==> config.mk <==
export PLATFORM = sky130hd
export DESIGN_NAME = switch_conditioner_flat
export DESIGN_NICKNAME = d
export VERILOG_FILES = /design/src/rtl/whackmole_pkg.sv /design/src/rtl/switch_conditioner_if.sv /design/src/rtl/switch_conditioner_debounce_lane.sv /design/src/rtl/switch_conditioner.sv /design/src/flat_wrapper.sv
export SDC_FILE = /design/constraint.sdc
export NUM_CORES = 1
export LEC_CHECK = 0
export BUFFER_PORTS_ARGS = -buffer_cell sky130_fd_sc_hd__buf_2
export CAP_MARGIN = 20
export CORE_MARGIN = 2
export CORE_UTILIZATION = 61
export CTS_CLUSTER_DIAMETER = 40
export DETAILED_ROUTE_END_ITERATION = 12
export PLACE_DENSITY = 0.79
export SLEW_MARGIN = 30
export SYNTH_ARGS = -nofsm -noshare
export SYNTH_HDL_FRONTEND = slang
export SYNTH_SLANG_ARGS = --single-unit
==> constraint.sdc <==
create_clock -name clk -period 5.1 [get_ports clk]
set_input_delay 0.51 -clock clk [delete_from_list [all_inputs] [get_ports clk]]
set_output_delay 0.51 -clock clk [all_outputs]
set_load 0.01 [all_outputs]
==> src/rtl/whackmole_pkg.sv <==
// Shared whack-a-mole definitions: lane count, debounce window, mole vector
// type and the arming FSM encoding used by the input conditioner.
package whackmole_pkg;

    localparam int N_MOLES       = 18;
    localparam int DEBOUNCE_20MS = 1_000_000;

    typedef logic [N_MOLES-1:0] mole_vec_t;

    typedef enum logic {
        ARMING = 1'b0,
        RUN    = 1'b1
    } arm_state_t;

    // Settle time after reset: fill the synchroniser, then one full debounce run.
    function automatic int arm_window(input int sync_stages, input int debounce_cycles);
        return sync_stages + debounce_cycles;
    endfunction

endpackage

==> src/rtl/switch_conditioner_if.sv <==
// Switch-side bundle between the board switches / game logic and the
// conditioner; slave is the conditioner, master is whoever drives the switches.
interface switch_conditioner_if #(
    parameter int N_SW = whackmole_pkg::N_MOLES
) ();

    logic [N_SW-1:0] sw_raw;
    logic            clear;
    logic [N_SW-1:0] sw_stable;
    logic [N_SW-1:0] sw_toggle;
    logic [N_SW-1:0] hit_latch;
    logic            armed;

    modport master (
        output sw_raw,
        output clear,
        input  sw_stable,
        input  sw_toggle,
        input  hit_latch,
        input  armed
    );

    modport slave (
        input  sw_raw,
        input  clear,
        output sw_stable,
        output sw_toggle,
        output hit_latch,
        output armed
    );

endinterface

==> src/rtl/switch_conditioner_debounce_lane.sv <==
// One switch lane: multi-flop synchroniser, restart-on-bounce debounce counter
// and the accepted-level flop; exposes the next accepted level and a change flag.
module debounce_lane #(
    parameter int SYNC_STAGES     = 2,
    parameter int DEBOUNCE_CYCLES = 1_000_000
) (
    input  logic clk,
    input  logic reset,
    input  logic raw,
    output logic stable_next,
    output logic change
);

    localparam int               CNT_W    = $clog2(DEBOUNCE_CYCLES + 1);
    localparam logic [CNT_W-1:0] CNT_LAST = CNT_W'(DEBOUNCE_CYCLES - 1);
    localparam logic [CNT_W-1:0] CNT_ONE  = CNT_W'(1);

    logic [SYNC_STAGES-1:0] sync_r;
    logic [CNT_W-1:0]       cnt_r;
    logic [CNT_W-1:0]       cnt_next_s;
    logic                   stable_r;
    logic                   stable_next_s;
    logic                   sync_s;

    assign sync_s = sync_r[SYNC_STAGES-1];

    // Debounce decision: any cycle that agrees with the accepted level restarts the count.
    always_comb begin
        cnt_next_s    = '0;
        stable_next_s = stable_r;
        if (sync_s != stable_r) begin
            if (cnt_r == CNT_LAST) begin
                stable_next_s = sync_s;
                cnt_next_s    = '0;
            end else begin
                cnt_next_s    = cnt_r + CNT_ONE;
            end
        end else begin
            cnt_next_s = '0;
        end
    end

    // Synchroniser chain, debounce counter and accepted level.
    always_ff @(posedge clk) begin
        if (reset) begin
            sync_r   <= '0;
            cnt_r    <= '0;
            stable_r <= 1'b0;
        end else begin
            sync_r   <= {sync_r[SYNC_STAGES-2:0], raw};
            cnt_r    <= cnt_next_s;
            stable_r <= stable_next_s;
        end
    end

    assign stable_next = stable_next_s;
    assign change      = stable_next_s ^ stable_r;

endmodule

==> src/rtl/switch_conditioner.sv <==
// Switch front end: per-lane debounce, post-reset arming window, toggle pulses
// and per-round sticky hit latch cleared by the round boundary pulse.
module switch_conditioner
    import whackmole_pkg::*;
#(
    parameter int N_SW            = N_MOLES,
    parameter int SYNC_STAGES     = 2,
    parameter int DEBOUNCE_CYCLES = DEBOUNCE_20MS
) (
    input  logic                clk,
    input  logic                reset,
    switch_conditioner_if.slave bus
);

    localparam int               ARM_WINDOW = arm_window(SYNC_STAGES, DEBOUNCE_CYCLES);
    localparam int               ARM_W      = $clog2(ARM_WINDOW + 1);
    localparam logic [ARM_W-1:0] ARM_LAST   = ARM_W'(ARM_WINDOW - 1);
    localparam logic [ARM_W-1:0] ARM_ONE    = ARM_W'(1);

    logic [N_SW-1:0]  stable_next_s;
    logic [N_SW-1:0]  change_s;
    logic [N_SW-1:0]  toggle_next_s;
    logic [N_SW-1:0]  hit_next_s;
    logic [N_SW-1:0]  sw_stable_r;
    logic [N_SW-1:0]  toggle_r;
    logic [N_SW-1:0]  hit_r;
    arm_state_t       state_r;
    logic [ARM_W-1:0] arm_cnt_r;
    logic             armed_r;

    genvar g;
    generate
        for (g = 0; g < N_SW; g++) begin : g_lane
            debounce_lane #(
                .SYNC_STAGES     (SYNC_STAGES),
                .DEBOUNCE_CYCLES (DEBOUNCE_CYCLES)
            ) u_lane (
                .clk         (clk),
                .reset       (reset),
                .raw         (bus.sw_raw[g]),
                .stable_next (stable_next_s[g]),
                .change      (change_s[g])
            );
        end
    endgenerate

    // Toggles are suppressed until armed so switches already up at power-on never score.
    always_comb begin
        toggle_next_s = '0;
        hit_next_s    = hit_r;
        if (armed_r) begin
            toggle_next_s = change_s;
        end else begin
            toggle_next_s = '0;
        end
        if (bus.clear) begin
            hit_next_s = toggle_next_s;
        end else begin
            hit_next_s = hit_r | toggle_next_s;
        end
    end

    // Arming FSM: wait out synchroniser fill plus one debounce run, then stay in RUN.
    always_ff @(posedge clk) begin
        if (reset) begin
            state_r   <= ARMING;
            arm_cnt_r <= '0;
            armed_r   <= 1'b0;
        end else begin
            case (state_r)
                ARMING: begin
                    arm_cnt_r <= arm_cnt_r + ARM_ONE;
                    if (arm_cnt_r == ARM_LAST) begin
                        state_r <= RUN;
                        armed_r <= 1'b1;
                    end else begin
                        state_r <= ARMING;
                        armed_r <= 1'b0;
                    end
                end
                RUN: begin
                    state_r <= RUN;
                    armed_r <= 1'b1;
                end
                default: begin
                    state_r   <= ARMING;
                    arm_cnt_r <= '0;
                    armed_r   <= 1'b0;
                end
            endcase
        end
    end

    // Registered switch outputs; sw_stable mirrors the lane flops one-for-one.
    always_ff @(posedge clk) begin
        if (reset) begin
            sw_stable_r <= '0;
            toggle_r    <= '0;
            hit_r       <= '0;
        end else begin
            sw_stable_r <= stable_next_s;
            toggle_r    <= toggle_next_s;
            hit_r       <= hit_next_s;
        end
    end

    assign bus.sw_stable = sw_stable_r;
    assign bus.sw_toggle = toggle_r;
    assign bus.hit_latch = hit_r;
    assign bus.armed     = armed_r;

endmodule

==> src/flat_wrapper.sv <==
// flat-port wrapper written by rule: the top's interface ports become plain ports
module switch_conditioner_flat import whackmole_pkg::*;
#(
    parameter int N_SW            = N_MOLES,
    parameter int SYNC_STAGES     = 2,
    parameter int DEBOUNCE_CYCLES = DEBOUNCE_20MS
)
  (clk, reset, bus_sw_raw, bus_clear, bus_sw_stable, bus_sw_toggle, bus_hit_latch, bus_armed);
  switch_conditioner_if #(.N_SW(N_SW)) bus_i ();
  input  logic clk;
  input  logic reset;
  input wire logic [$bits(bus_i.sw_raw)-1:0] bus_sw_raw;
  input wire logic [$bits(bus_i.clear)-1:0] bus_clear;
  output wire logic [$bits(bus_i.sw_stable)-1:0] bus_sw_stable;
  output wire logic [$bits(bus_i.sw_toggle)-1:0] bus_sw_toggle;
  output wire logic [$bits(bus_i.hit_latch)-1:0] bus_hit_latch;
  output wire logic [$bits(bus_i.armed)-1:0] bus_armed;
  assign bus_i.sw_raw = bus_sw_raw;
  assign bus_i.clear = bus_clear;
  assign bus_sw_stable = bus_i.sw_stable;
  assign bus_sw_toggle = bus_i.sw_toggle;
  assign bus_hit_latch = bus_i.hit_latch;
  assign bus_armed = bus_i.armed;
  switch_conditioner #(.N_SW(N_SW), .SYNC_STAGES(SYNC_STAGES), .DEBOUNCE_CYCLES(DEBOUNCE_CYCLES)) u_core (.clk(clk), .reset(reset), .bus(bus_i));
endmodule
==> results.sh <==
export IMPL_detail_route_wl_per_cell_um=13.9
export IMPL_clkSlewWorstSetupHoldPaths_ns=0.06
export IMPL_synth_ff_latch_count=471
export IMPL_r2r_end="u_core.g_lane[17].u_lane.cnt_r[6]"
export IMPL_critical_path_startpoint_type="register"
export IMPL_setup_reg_to_reg_worst_slack_ns=2.53
export IMPL_drt_initial_drc_count=870
export IMPL_syn_area_um2=20300
export IMPL_first_pass_grt_wire_length_mm=69.2
export IMPL_worst_skew_pair_late_latency_ns=0.59
export IMPL_timing_reg2reg_worst_path_depth=5
export IMPL_yosysMostFrequentCell="sky130_fd_sc_hd__dfxtp_1"
export IMPL_grt_remaining_overflow=0
export IMPL_cts_made_buffers=57
export IMPL_cp_slowest_cell="sky130_fd_sc_hd__or4b_2"
export IMPL_post_dp_hpwl_mm=26.1
export IMPL_setup_worst_path_end="u_core.g_lane[17].u_lane.cnt_r[6]"
export IMPL_syn_inst=2330
export IMPL_ctsRootBufferMaster="sky130_fd_sc_hd__clkbuf_16"
export IMPL_synth_net_count=2371
export IMPL_crit_fanout=11
export IMPL_slowest_delay_ns=0.69
export IMPL_critPathLaunch="u_core.g_lane[17].u_lane.cnt_r[13]"
export IMPL_drt_pass1_iter_count=8
export IMPL_drtAntennaViolNets=0
export IMPL_drt_vias_per_instance=5.76
export IMPL_port_buffers=75
export IMPL_synth_yosys_seq_area_share_pct=46.4
export IMPL_finalHoldWorstSlack_ns=0.126
export IMPL_post_route_min_period_ns=2.57
export IMPL_power_per_cell_area_nw_per_um2=340
export IMPL_grt_setup_unrepaired="false"
export IMPL_hold_buffers=0
export IMPL_worst_hold_check_path_type="in2reg"
export IMPL_clock_tree_htree_level_count=2
export IMPL_synth_commonest_cells="sky130_fd_sc_hd__dfxtp_1, sky130_fd_sc_hd__nor2_1, sky130_fd_sc_hd__xnor2_1, sky130_fd_sc_hd__a21oi_1, sky130_fd_sc_hd__nand3_1"
export IMPL_final_worst_path_setup_slack_ns=2.53
export IMPL_preCtsSetupSlack_ns=2.58
export IMPL_fin_setup_tns_ns=0
export IMPL_hold_viol=0
export IMPL_syn_to_final_growth_pct=12.2
export IMPL_antenna_found_initial=0
export IMPL_grt_max_degree=63
export IMPL_cts_root_to_sink_buffers=3
export IMPL_die_y_extent_um=186
export IMPL_count_of_max_cap_constraint_violations=0
export IMPL_core_area_um2=32600
export IMPL_max_slew_margin_rel_pct=49.3
export IMPL_worst_tran_pin_value_ns=0.756
export IMPL_tritoncts="done"
export IMPL_postSynth_asyncResetShare_pct=0
export IMPL_edff_count_synth=0
export IMPL_timing_critical_path_required_ns=5.57
export IMPL_globalRouteTotalUtil_pct=22.7
export IMPL_per_instance_average_area_after_synthesis_um2=8.71
export IMPL_status="finished clean"
export IMPL_rows=66
export IMPL_synth_warnings=0
export IMPL_timing_final_max_slew_violations=0
export IMPL_yosys_most_used_dff="sky130_fd_sc_hd__dfxtp_1"
export IMPL_crit_chain="or4b_2 > or4_1 > o21ai_1 > buf_4 > nor2_1"
export IMPL_io_pins=76
export IMPL_antennaDiodeCount=0
export IMPL_die_width_um=186
export IMPL_route_vias_total=16500
export IMPL_nets=2424
export IMPL_setup_worst_path_end_class="register"
export IMPL_post_cts_resized=0
export IMPL_post_synth_main_area_contributors="sky130_fd_sc_hd__dfxtp_1, sky130_fd_sc_hd__xnor2_1, sky130_fd_sc_hd__nor2_1, sky130_fd_sc_hd__xor2_1, sky130_fd_sc_hd__a21oi_1"
export IMPL_r2r_start="u_core.g_lane[17].u_lane.cnt_r[13]"
export IMPL_post_route_drc_count=0
export IMPL_grt_pass1_vias=15800
export IMPL_post_synth_top_area_fraction_pct=46.4
export IMPL_drt_wirelength_mm=39.7
export IMPL_setup_violations_final=0
export IMPL_drive_gt1_share_pct=8.50
export IMPL_initial_utilization_pct=62.2
export IMPL_netlist_cell_type_count=47
export IMPL_clock_skew_ns=0.0175
export IMPL_leakage_nw=7.09
export IMPL_timing_setup_critical_path_class="reg2reg"
export IMPL_fp_dieArea_um2=34800
export IMPL_crit_share_post_route_pct=50.3
export IMPL_number_of_clock_sinks=471
export IMPL_cts_setup_buffers=0
export IMPL_synth_largest_area_cell="sky130_fd_sc_hd__dfxtp_1"
export IMPL_worst_hold_startpoint="bus_sw_raw[16]"
export IMPL_arrival_ns=3.03
export IMPL_peakVddDrop_v=0.000290
export IMPL_fmax_mhz=390
export IMPL_finalWeightedCongestion=0.826
## cell families (layout without fill, tap and decap cells)
kind of cell / after synthesis / count (layout) / synth area share (%)
adder cells (fa/ha/maj): 20 / 20 / 1.23
buffers and inverters: 180 / 273 / 3.83
flip-flops: 471 / 471 / 46.4
AND/OR/NAND/NOR: 1104 / 1104 / 29.2
AO/OA/AOI/OAI: 314 / 314 / 8.91
XOR/XNOR: 241 / 241 / 10.4
## flip-flops by register name, summed over array words and instances (netlist names)
signal	cells
u_core.g_lane.u_lane.stable_r	1
u_core.g_lane.u_lane.sync_r	36
u_core.bus.sw_stable	17
u_core.state_r	1
u_core.bus.hit_latch	18
u_core.bus.sw_toggle	18
u_core.g_lane.u_lane.cnt_r	360
u_core.arm_cnt_r	20
## where the power goes
group	switching [mW]	internal, mW
Sequential	0.0130	3.70
Clock	1.58	2.36
Combinational	0.0575	0.0302
## critical path: cells and delay by family, from the launching register on
kind | cells | cell delay, ns
buffers and inverters | 1 | 0.30
AO/OA/AOI/OAI | 1 | 0.62
AND/OR/NAND/NOR | 3 | 1.20
flip-flops | 1 | 0.32
## layout by cell type, fill, tap and decap left out, types with 6 or more instances in the layout
cell,count
sky130_fd_sc_hd__dfxtp_1,470
sky130_fd_sc_hd__nor2_1,301
sky130_fd_sc_hd__xnor2_1,142
sky130_fd_sc_hd__a21oi_1,139
sky130_fd_sc_hd__nand3_1,137
sky130_fd_sc_hd__nand2_1,134
sky130_fd_sc_hd__xor2_1,99
sky130_fd_sc_hd__or3_1,91
sky130_fd_sc_hd__or4_1,83
sky130_fd_sc_hd__o21ai_0,83
sky130_fd_sc_hd__inv_1,82
sky130_fd_sc_hd__buf_2,74
sky130_fd_sc_hd__nand4_1,70
sky130_fd_sc_hd__clkbuf_16,57
sky130_fd_sc_hd__o31ai_1,55
sky130_fd_sc_hd__and3_1,47
sky130_fd_sc_hd__nor3_1,46
sky130_fd_sc_hd__nor4_1,45
sky130_fd_sc_hd__nor2b_1,40
sky130_fd_sc_hd__and4_1,28
sky130_fd_sc_hd__nor4b_1,28
sky130_fd_sc_hd__ha_1,20
sky130_fd_sc_hd__buf_4,17
sky130_fd_sc_hd__a32o_1,16
sky130_fd_sc_hd__o21ai_1,14
sky130_fd_sc_hd__and2_1,10
sky130_fd_sc_hd__clkbuf_8,10
sky130_fd_sc_hd__or2_2,7
sky130_fd_sc_hd__nor3b_1,7
sky130_fd_sc_hd__inv_6,7
sky130_fd_sc_hd__or4b_1,6
## worst min path at each step
stage	slack, ns	endpoint	cells past startpoint
floorplan	0.41	u_core.g_lane[4].u_lane.cnt_r[0]	1
global placement	0.42	u_core.g_lane[16].u_lane.sync_r[1]	1
detailed placement	0.42	u_core.g_lane[14].u_lane.sync_r[1]	1
CTS	0.1	u_core.g_lane[17].u_lane.sync_r[0]	2
global route	0.11	u_core.g_lane[13].u_lane.sync_r[0]	2
finish	0.13	u_core.g_lane[16].u_lane.sync_r[0]	2
## cell type report
cell class / count / area, um^2
multi-input combinational: 1679 / 10100
fill: 2579 / 9850
sequential: 471 / 9430
clock buffer: 72 / 1580
tap: 442 / 553
timing repair buffer: 92 / 518
inverter: 82 / 308
clock inverter: 27 / 283
## through the flow
stage,area (um^2),power [mW],util (%),cells
CTS,22800,7.83,69.8,2865
detailed placement,20900,3.88,64.1,2766
floorplan,20300,3.85,-,2330
global route,22800,8.00,69.8,2865
finish,22800,7.74,69.8,2865
global placement,20900,3.88,64.1,2766
## routing by layer
layer | vias to the layer above | track usage, % | wire [um] | share of wire, %
met2 | 257 | 39.5 | 18900 | 48
li1 | 8375 | - | - | -
met3 | 64 | 4.29 | 1650 | 4.1
met1 | 7807 | 28.5 | 18300 | 46
met4 | 0 | 7.11 | 892 | 2.2
met5 | - | 0 | 0 | 0
No activity file was read; power rests on OpenSTA's default activity.
